## src/rtl/vector_exec_pkg.sv

```systemverilog
// Shared types and constants for the vector execute pipeline.
// The optional build macro VEC_SAT_EN uses sat_clamp for ADD/SUB/MUL saturation.
package vector_exec_pkg;

  localparam int LANES   = 4;
  localparam int WIDTH   = 16;
  localparam int SHAMT_W = $clog2(WIDTH);

  typedef enum logic [2:0] {
    OP_PASS_A = 3'd0,
    OP_ADD    = 3'd1,
    OP_SUB    = 3'd2,
    OP_XOR    = 3'd3,
    OP_SLL    = 3'd4,
    OP_SRL    = 3'd5,
    OP_ROTL   = 3'd6,
    OP_MUL    = 3'd7
  } vec_op_e;

  typedef logic [WIDTH-1:0] lane_t;
  typedef lane_t [LANES-1:0] vec_t;

  // Most negative value when neg is set, otherwise the most positive value.
  function automatic lane_t sat_clamp(input logic neg);
    return neg ? {1'b1, {(WIDTH-1){1'b0}}} : {1'b0, {(WIDTH-1){1'b1}}};
  endfunction

endpackage

```

## src/rtl/vector_lane_alu.sv

```systemverilog
// One combinational vector lane: result and signed-overflow flag for a single opcode.
// Build macro VEC_SAT_EN: overflowing ADD/SUB/MUL lanes saturate instead of wrapping.
module vector_lane_alu
  import vector_exec_pkg::*;
(
  input  vec_op_e op,
  input  lane_t   a,
  input  lane_t   b,
  output lane_t   result,
  output logic    ovf
);

  logic [SHAMT_W-1:0]          sh;
  lane_t                       sum;
  lane_t                       diff;
  logic [2*WIDTH-1:0]          rot;
  logic signed [2*WIDTH-1:0]   ax;
  logic signed [2*WIDTH-1:0]   bx;
  logic signed [2*WIDTH-1:0]   prod;
  logic                        add_ovf;
  logic                        sub_ovf;
  logic                        mul_ovf;

  always_comb begin
    sh   = b[SHAMT_W-1:0];
    sum  = a + b;
    diff = a - b;
    rot  = {a, a} << sh;
    ax   = {{WIDTH{a[WIDTH-1]}}, a};
    bx   = {{WIDTH{b[WIDTH-1]}}, b};
    prod = ax * bx;
    add_ovf = (a[WIDTH-1] == b[WIDTH-1]) && (sum[WIDTH-1] != a[WIDTH-1]);
    sub_ovf = (a[WIDTH-1] != b[WIDTH-1]) && (diff[WIDTH-1] != a[WIDTH-1]);
    // Product fits in WIDTH signed bits only if the top WIDTH+1 bits are a pure sign extension.
    mul_ovf = (|prod[2*WIDTH-1:WIDTH-1]) && !(&prod[2*WIDTH-1:WIDTH-1]);

    result = a;
    ovf    = 1'b0;
    case (op)
      OP_PASS_A: result = a;
      OP_ADD: begin
        ovf = add_ovf;
`ifdef VEC_SAT_EN
        result = add_ovf ? sat_clamp(a[WIDTH-1]) : sum;
`else
        result = sum;
`endif
      end
      OP_SUB: begin
        ovf = sub_ovf;
`ifdef VEC_SAT_EN
        result = sub_ovf ? sat_clamp(a[WIDTH-1]) : diff;
`else
        result = diff;
`endif
      end
      OP_XOR:  result = a ^ b;
      OP_SLL:  result = a << sh;
      OP_SRL:  result = a >> sh;
      OP_ROTL: result = rot[2*WIDTH-1:WIDTH];
      OP_MUL: begin
        ovf = mul_ovf;
`ifdef VEC_SAT_EN
        result = mul_ovf ? sat_clamp(prod[2*WIDTH-1]) : prod[WIDTH-1:0];
`else
        result = prod[WIDTH-1:0];
`endif
      end
      default: result = a;
    endcase
  end

endmodule

```

## src/rtl/vector_exec_pipeline.sv

```systemverilog
// Elastic vector execute unit: LANES lane ALUs feeding a STAGES-deep valid/ready register chain.
// Build macro VEC_SAT_EN selects saturating ADD/SUB/MUL inside vector_lane_alu.
module vector_exec_pipeline
  import vector_exec_pkg::*;
#(
  parameter int STAGES = 3,
  parameter int TAG_W  = 4
) (
  input  logic                   clk,
  input  logic                   rst,
  input  logic                   flush,
  input  logic                   in_valid,
  output logic                   in_ready,
  input  logic [2:0]             in_op,
  input  logic [TAG_W-1:0]       in_tag,
  input  logic [LANES*WIDTH-1:0] in_a,
  input  logic [LANES*WIDTH-1:0] in_b,
  output logic                   out_valid,
  input  logic                   out_ready,
  output logic [TAG_W-1:0]       out_tag,
  output logic [LANES*WIDTH-1:0] out_result,
  output logic [LANES-1:0]       out_ovf,
  output logic                   out_zero,
  output logic [31:0]            retired_count
);

  vec_t             a_v;
  vec_t             b_v;
  vec_t             alu_res;
  logic [LANES-1:0] alu_ovf;
  vec_op_e          op;

  assign a_v = in_a;
  assign b_v = in_b;
  assign op  = vec_op_e'(in_op);

  for (genvar gi = 0; gi < LANES; gi++) begin : g_lane
    vector_lane_alu u_alu (
      .op     (op),
      .a      (a_v[gi]),
      .b      (b_v[gi]),
      .result (alu_res[gi]),
      .ovf    (alu_ovf[gi])
    );
  end

  logic             valid_q [STAGES];
  logic             valid_d [STAGES];
  logic [TAG_W-1:0] tag_q   [STAGES];
  logic [TAG_W-1:0] tag_d   [STAGES];
  vec_t             res_q   [STAGES];
  vec_t             res_d   [STAGES];
  logic [LANES-1:0] ovf_q   [STAGES];
  logic [LANES-1:0] ovf_d   [STAGES];
  logic             zero_q  [STAGES];
  logic             zero_d  [STAGES];
  logic [STAGES-1:0] load;
  logic             chain;
  logic             accept;
  logic             handoff;
  logic [31:0]      retired_count_q;
  logic [31:0]      retired_count_d;

  always_comb begin
    // Ready ripples back from out_ready; an empty stage breaks the chain so bubbles collapse.
    chain = !valid_q[STAGES-1] || out_ready;
    load  = '0;
    load[STAGES-1] = chain;
    for (int k = STAGES - 2; k >= 0; k--) begin
      chain   = !valid_q[k] || chain;
      load[k] = chain;
    end
    in_ready = !flush && load[0];
    accept   = in_valid && in_ready;
    handoff  = valid_q[STAGES-1] && out_ready && !flush;
    retired_count_d = retired_count_q + (handoff ? 32'd1 : 32'd0);

    for (int k = 0; k < STAGES; k++) begin
      valid_d[k] = valid_q[k];
      tag_d[k]   = tag_q[k];
      res_d[k]   = res_q[k];
      ovf_d[k]   = ovf_q[k];
      zero_d[k]  = zero_q[k];
    end

    if (flush) begin
      for (int k = 0; k < STAGES; k++) valid_d[k] = 1'b0;
    end else begin
      if (load[0]) begin
        valid_d[0] = accept;
        if (accept) begin
          tag_d[0]  = in_tag;
          res_d[0]  = alu_res;
          ovf_d[0]  = alu_ovf;
          zero_d[0] = (alu_res == '0);
        end
      end
      for (int k = 1; k < STAGES; k++) begin
        if (load[k]) begin
          valid_d[k] = valid_q[k-1];
          if (valid_q[k-1]) begin
            tag_d[k]  = tag_q[k-1];
            res_d[k]  = res_q[k-1];
            ovf_d[k]  = ovf_q[k-1];
            zero_d[k] = zero_q[k-1];
          end
        end
      end
    end
  end

  for (genvar gi = 0; gi < STAGES; gi++) begin : g_stage
    always_ff @(posedge clk or posedge rst) begin
      if (rst) begin
        valid_q[gi] <= 1'b0;
        tag_q[gi]   <= '0;
        res_q[gi]   <= '0;
        ovf_q[gi]   <= '0;
        zero_q[gi]  <= 1'b0;
      end else begin
        valid_q[gi] <= valid_d[gi];
        tag_q[gi]   <= tag_d[gi];
        res_q[gi]   <= res_d[gi];
        ovf_q[gi]   <= ovf_d[gi];
        zero_q[gi]  <= zero_d[gi];
      end
    end
  end

  always_ff @(posedge clk or posedge rst) begin
    if (rst) retired_count_q <= '0;
    else     retired_count_q <= retired_count_d;
  end

  assign out_valid     = valid_q[STAGES-1];
  assign out_tag       = tag_q[STAGES-1];
  assign out_result    = res_q[STAGES-1];
  assign out_ovf       = ovf_q[STAGES-1];
  assign out_zero      = zero_q[STAGES-1];
  assign retired_count = retired_count_q;

endmodule

```

## config.mk

```make
export PLATFORM = sky130hd
export DESIGN_NAME = vector_exec_pipeline
export DESIGN_NICKNAME = d
export VERILOG_FILES = /design/src/rtl/vector_exec_pkg.sv /design/src/rtl/vector_lane_alu.sv /design/src/rtl/vector_exec_pipeline.sv
export SDC_FILE = /design/constraint.sdc
export NUM_CORES = 2
export LEC_CHECK = 0
export ABC_AREA = 1
export CORE_MARGIN = 1
export CORE_UTILIZATION = 57
export CTS_CLUSTER_DIAMETER = 30
export DETAILED_ROUTE_END_ITERATION = 10
export PLACE_DENSITY = 0.8
export SYNTH_ARGS = -nofsm -noshare
export SYNTH_HDL_FRONTEND = slang
export SYNTH_SLANG_ARGS = --single-unit
```

## constraint.sdc

```tcl
create_clock -name clk -period 14.1 [get_ports clk]
set_input_delay 4.23 -clock clk [delete_from_list [all_inputs] [get_ports clk]]
set_output_delay 4.23 -clock clk [all_outputs]
set_load 0.02 [all_outputs]
```

==> flow_metrics.tcl <==
set metrics [dict create \
    hpwlAfterDp_um 185000 \
    via_count 65100 \
    critPathLaunchType "input port" \
    cp_slowest_cell "clkdlybuf4s50_1" \
    synth_seq_cells 254 \
    viasPerCell 5.74 \
    synthesis.nets 11600 \
    r2r_cells 17 \
    yosysUniqueCellTypes 49 \
    synth.largest_area_cell "fa_1" \
    whs_path_depth 1 \
    seq_area_frac_synth 0.0937 \
    cts.repair.resized 0 \
    grt_max_degree 122 \
    io_pins 247 \
    routed_wl_um 236000 \
    fin_crit_ns 11.20 \
    clock_skew_ns 0.0244 \
    clk_pin_slew_ns 0.06 \
    async_flop_share 1.00 \
    die_w_um 347 \
    drtIter0Drc 7105 \
    htreeDepth 2 \
    end_kind "flip-flop" \
    num_rows 126 \
    synthFlopType "dfrtp_1" \
    cts_root_buf "clkbuf_16" \
    overflow 0 \
    dieHeight_um 347 \
    hold_violations 0 \
    die-area_sq_mm 0.120 \
    syn_avg_cell_area_sq_um 6.84 \
    ant_nets 0 \
    cts_buffers 43 \
    synth_area_sq_mm 0.0678 \
    antenna_found_initial 8 \
    grt_pass1_vias 66100 \
    worstMarginPinSlew_ns 1.34 \
    cpLargestDelayFamily "adder cells" \
    fp.coreArea_sq_mm 0.118 \
    crit_path_frequent_cell "fa_1" \
    outcome "complete, no violations" \
    cts.sinks 254 \
    syn_inst 9912 \
    cts_hold_buf 0 \
    cp_num_buf_inv 6 \
    finalCritPeriodShare 0.794 \
    track_usage 0.396 \
    yosys-top-cells-area "fa_1 (31%), nand2_1 (16%), inv_1 (11%)" \
    rsz0062_at_grt "no" \
    min_path_type "reg -> reg" \
    max-slew-margin-rel 0.105 \
    slowest_delay_ns 1.13 \
    cp_max_fo 20 \
    drive_gt1_frac 0.0278 \
    area_delta_synth_final_pct 6.12 \
    io_buffer_count 246 \
    dr.pass1.iters 8 \
    route.detailed.drc 0 \
    criticalPathCategory "in -> reg" \
    critical_path_cell_count 28 \
    worstSkewPairLatency_ns 0.60 \
    synth_top_area_frac 0.312 \
    arrival_ns 11.74 \
    max_freq_mhz 89.3 \
    required_ns 14.64 \
    slew_violations 0 \
    cts_tree "done" \
    initial_core_util 0.574 \
    fin_nets 11400 \
    synth_edf_count 0 \
    fin_tns_setup_ns 0 \
    clockBufferDepth 3 \
    drv_cap 0 \
    wl_per_cell_um 20.8 \
    post_cts_buffers 0 \
    setup_viol 0 \
    ys.warnings.count 0 \
    grt_pass1_wl_um 372000 \
    gp_congestion 1.05 \
]
==> layout by cell type, fill, tap and decap left out, drive strengths merged, types with 6 or more instances in the layout <==
cell type and n:
a21oi 345, and2 19, buf 90, clkbuf 47, clkdlybuf4s50 241, clkinv 11, dfrtp 254, fa 1056
ha 458, inv 2058, mux2 16, nand2 2904, nand3 834, nand3b 17, nand4 144, nor2 677
nor3 54, nor4 6, o211ai 13, o21a 12, o21ai 336, o21bai 29, or2 40, xnor2 46
xor2 60
==> cells by family after synthesis <==
family,count (synthesis),synth area share
simple gates,4699,0.287
buf+inv,2564,0.148
fa+ha+maj,1514,0.396
compound gates,759,0.0589
flops,254,0.0937
xor+xnor,106,0.0137
mux,16,0.00266
==> worst reg2reg max path: stages, from the launching register on <==
cell and delay [ns]:
dfrtp_1 0.37, nand2_1 0.06, nor2_1 0.11, ha_1 0.20
ha_1 0.21, nand2_1 0.09, nor2_2 0.14, nand3_2 0.11
nor2_2 0.17, nand3_2 0.15, nor2_4 0.14, nand4_2 0.13
nor2_2 0.16, nand3_2 0.12, nor2_4 0.13, nand4_2 0.13
nor2_1 0.15, xor2_1 0.16
==> per-layer routing <==
layer / track usage / share of wire / up-vias
met5: 0 / 0.00025 / -
met4: 0.147 / 0.042 / 8
met3: 0.0993 / 0.12 / 677
met2: 0.610 / 0.44 / 3815
met1: 0.537 / 0.40 / 31000
li1: - / - / 29500
==> registers in the layout, indices dropped and copies added (netlist names) <==
| register | flops |
|---|---|
| out_result | 64 |
| tag_q | 8 |
| valid_q | 2 |
| ovf_q | 8 |
| retired_count | 32 |
| out_zero | 1 |
| out_tag | 4 |
| out_valid | 1 |
| out_ovf | 4 |
| res_q | 128 |
| zero_q | 2 |
==> worst paths after layout <==
path / slack [ns] / endpoint / startpoint
worst max-delay path: 2.90 / zero_q[2]$_DFFE_PP0P_ / in_a[54]
worst min-delay path: 0.48 / retired_count[31]$_DFF_PP0_ / retired_count[31]$_DFF_PP0_
worst max register to register: 11.26 / retired_count[28]$_DFF_PP0_ / out_valid$_DFFE_PP0P_
worst min register to register: 0.48 / retired_count[31]$_DFF_PP0_ / retired_count[31]$_DFF_PP0_
max in group asynchronous: 8.41 / res_q[157]$_DFFE_PP0P_ / rst
min in group asynchronous: 4.18 / tag_q[5]$_DFFE_PP0P_ / rst
==> cell type report <==
class / instances / area [sq um]
Multi-Input combinational cell: 7094 / 51500
Fill cell: 10900 / 46100
Inverter: 2046 / 7690
Sequential cell: 254 / 6360
Timing Repair Buffer: 331 / 3080
Tap cell: 1536 / 1920
Clock buffer: 47 / 1130
Clock inverter: 31 / 339
Antenna cell: 1 / 2.50
==> Yosys cell counts (17+ instances only) <==
library cell	number
o21ai_1	28
nand3b_1	17
nand3_1	828
ha_1	458
nand2_1	2900
o21ai_0	308
xor2_1	60
buf_1	43
a21oi_1	345
nor2_1	667
clkbuf_1	300
and2_1	18
dfrtp_1	254
or2_2	40
fa_1	1056
o21bai_1	29
buf_4	79
buf_2	86
nand4_1	142
inv_1	2026
nor3_1	53
xnor2_1	46
==> stage by stage <==
step                setup slack [ns]  cell area, sq um  hold slack (ns)  utilization  instances
floorplan                       2.88             67800            0.443            -       9912
finish                          2.90             72000            0.477        0.610      11300
CTS                             3.10             72000            0.483        0.610      11300
global route                    2.60             72000            0.491        0.610      11300
global placement                2.51             70500            0.455        0.597      11300
detailed placement              2.51             70500            0.467        0.597      11300
Power is left out: the tool's default activity adds up to more than one toggle a clock period on the data nets, which glitch-free logic cannot reach.
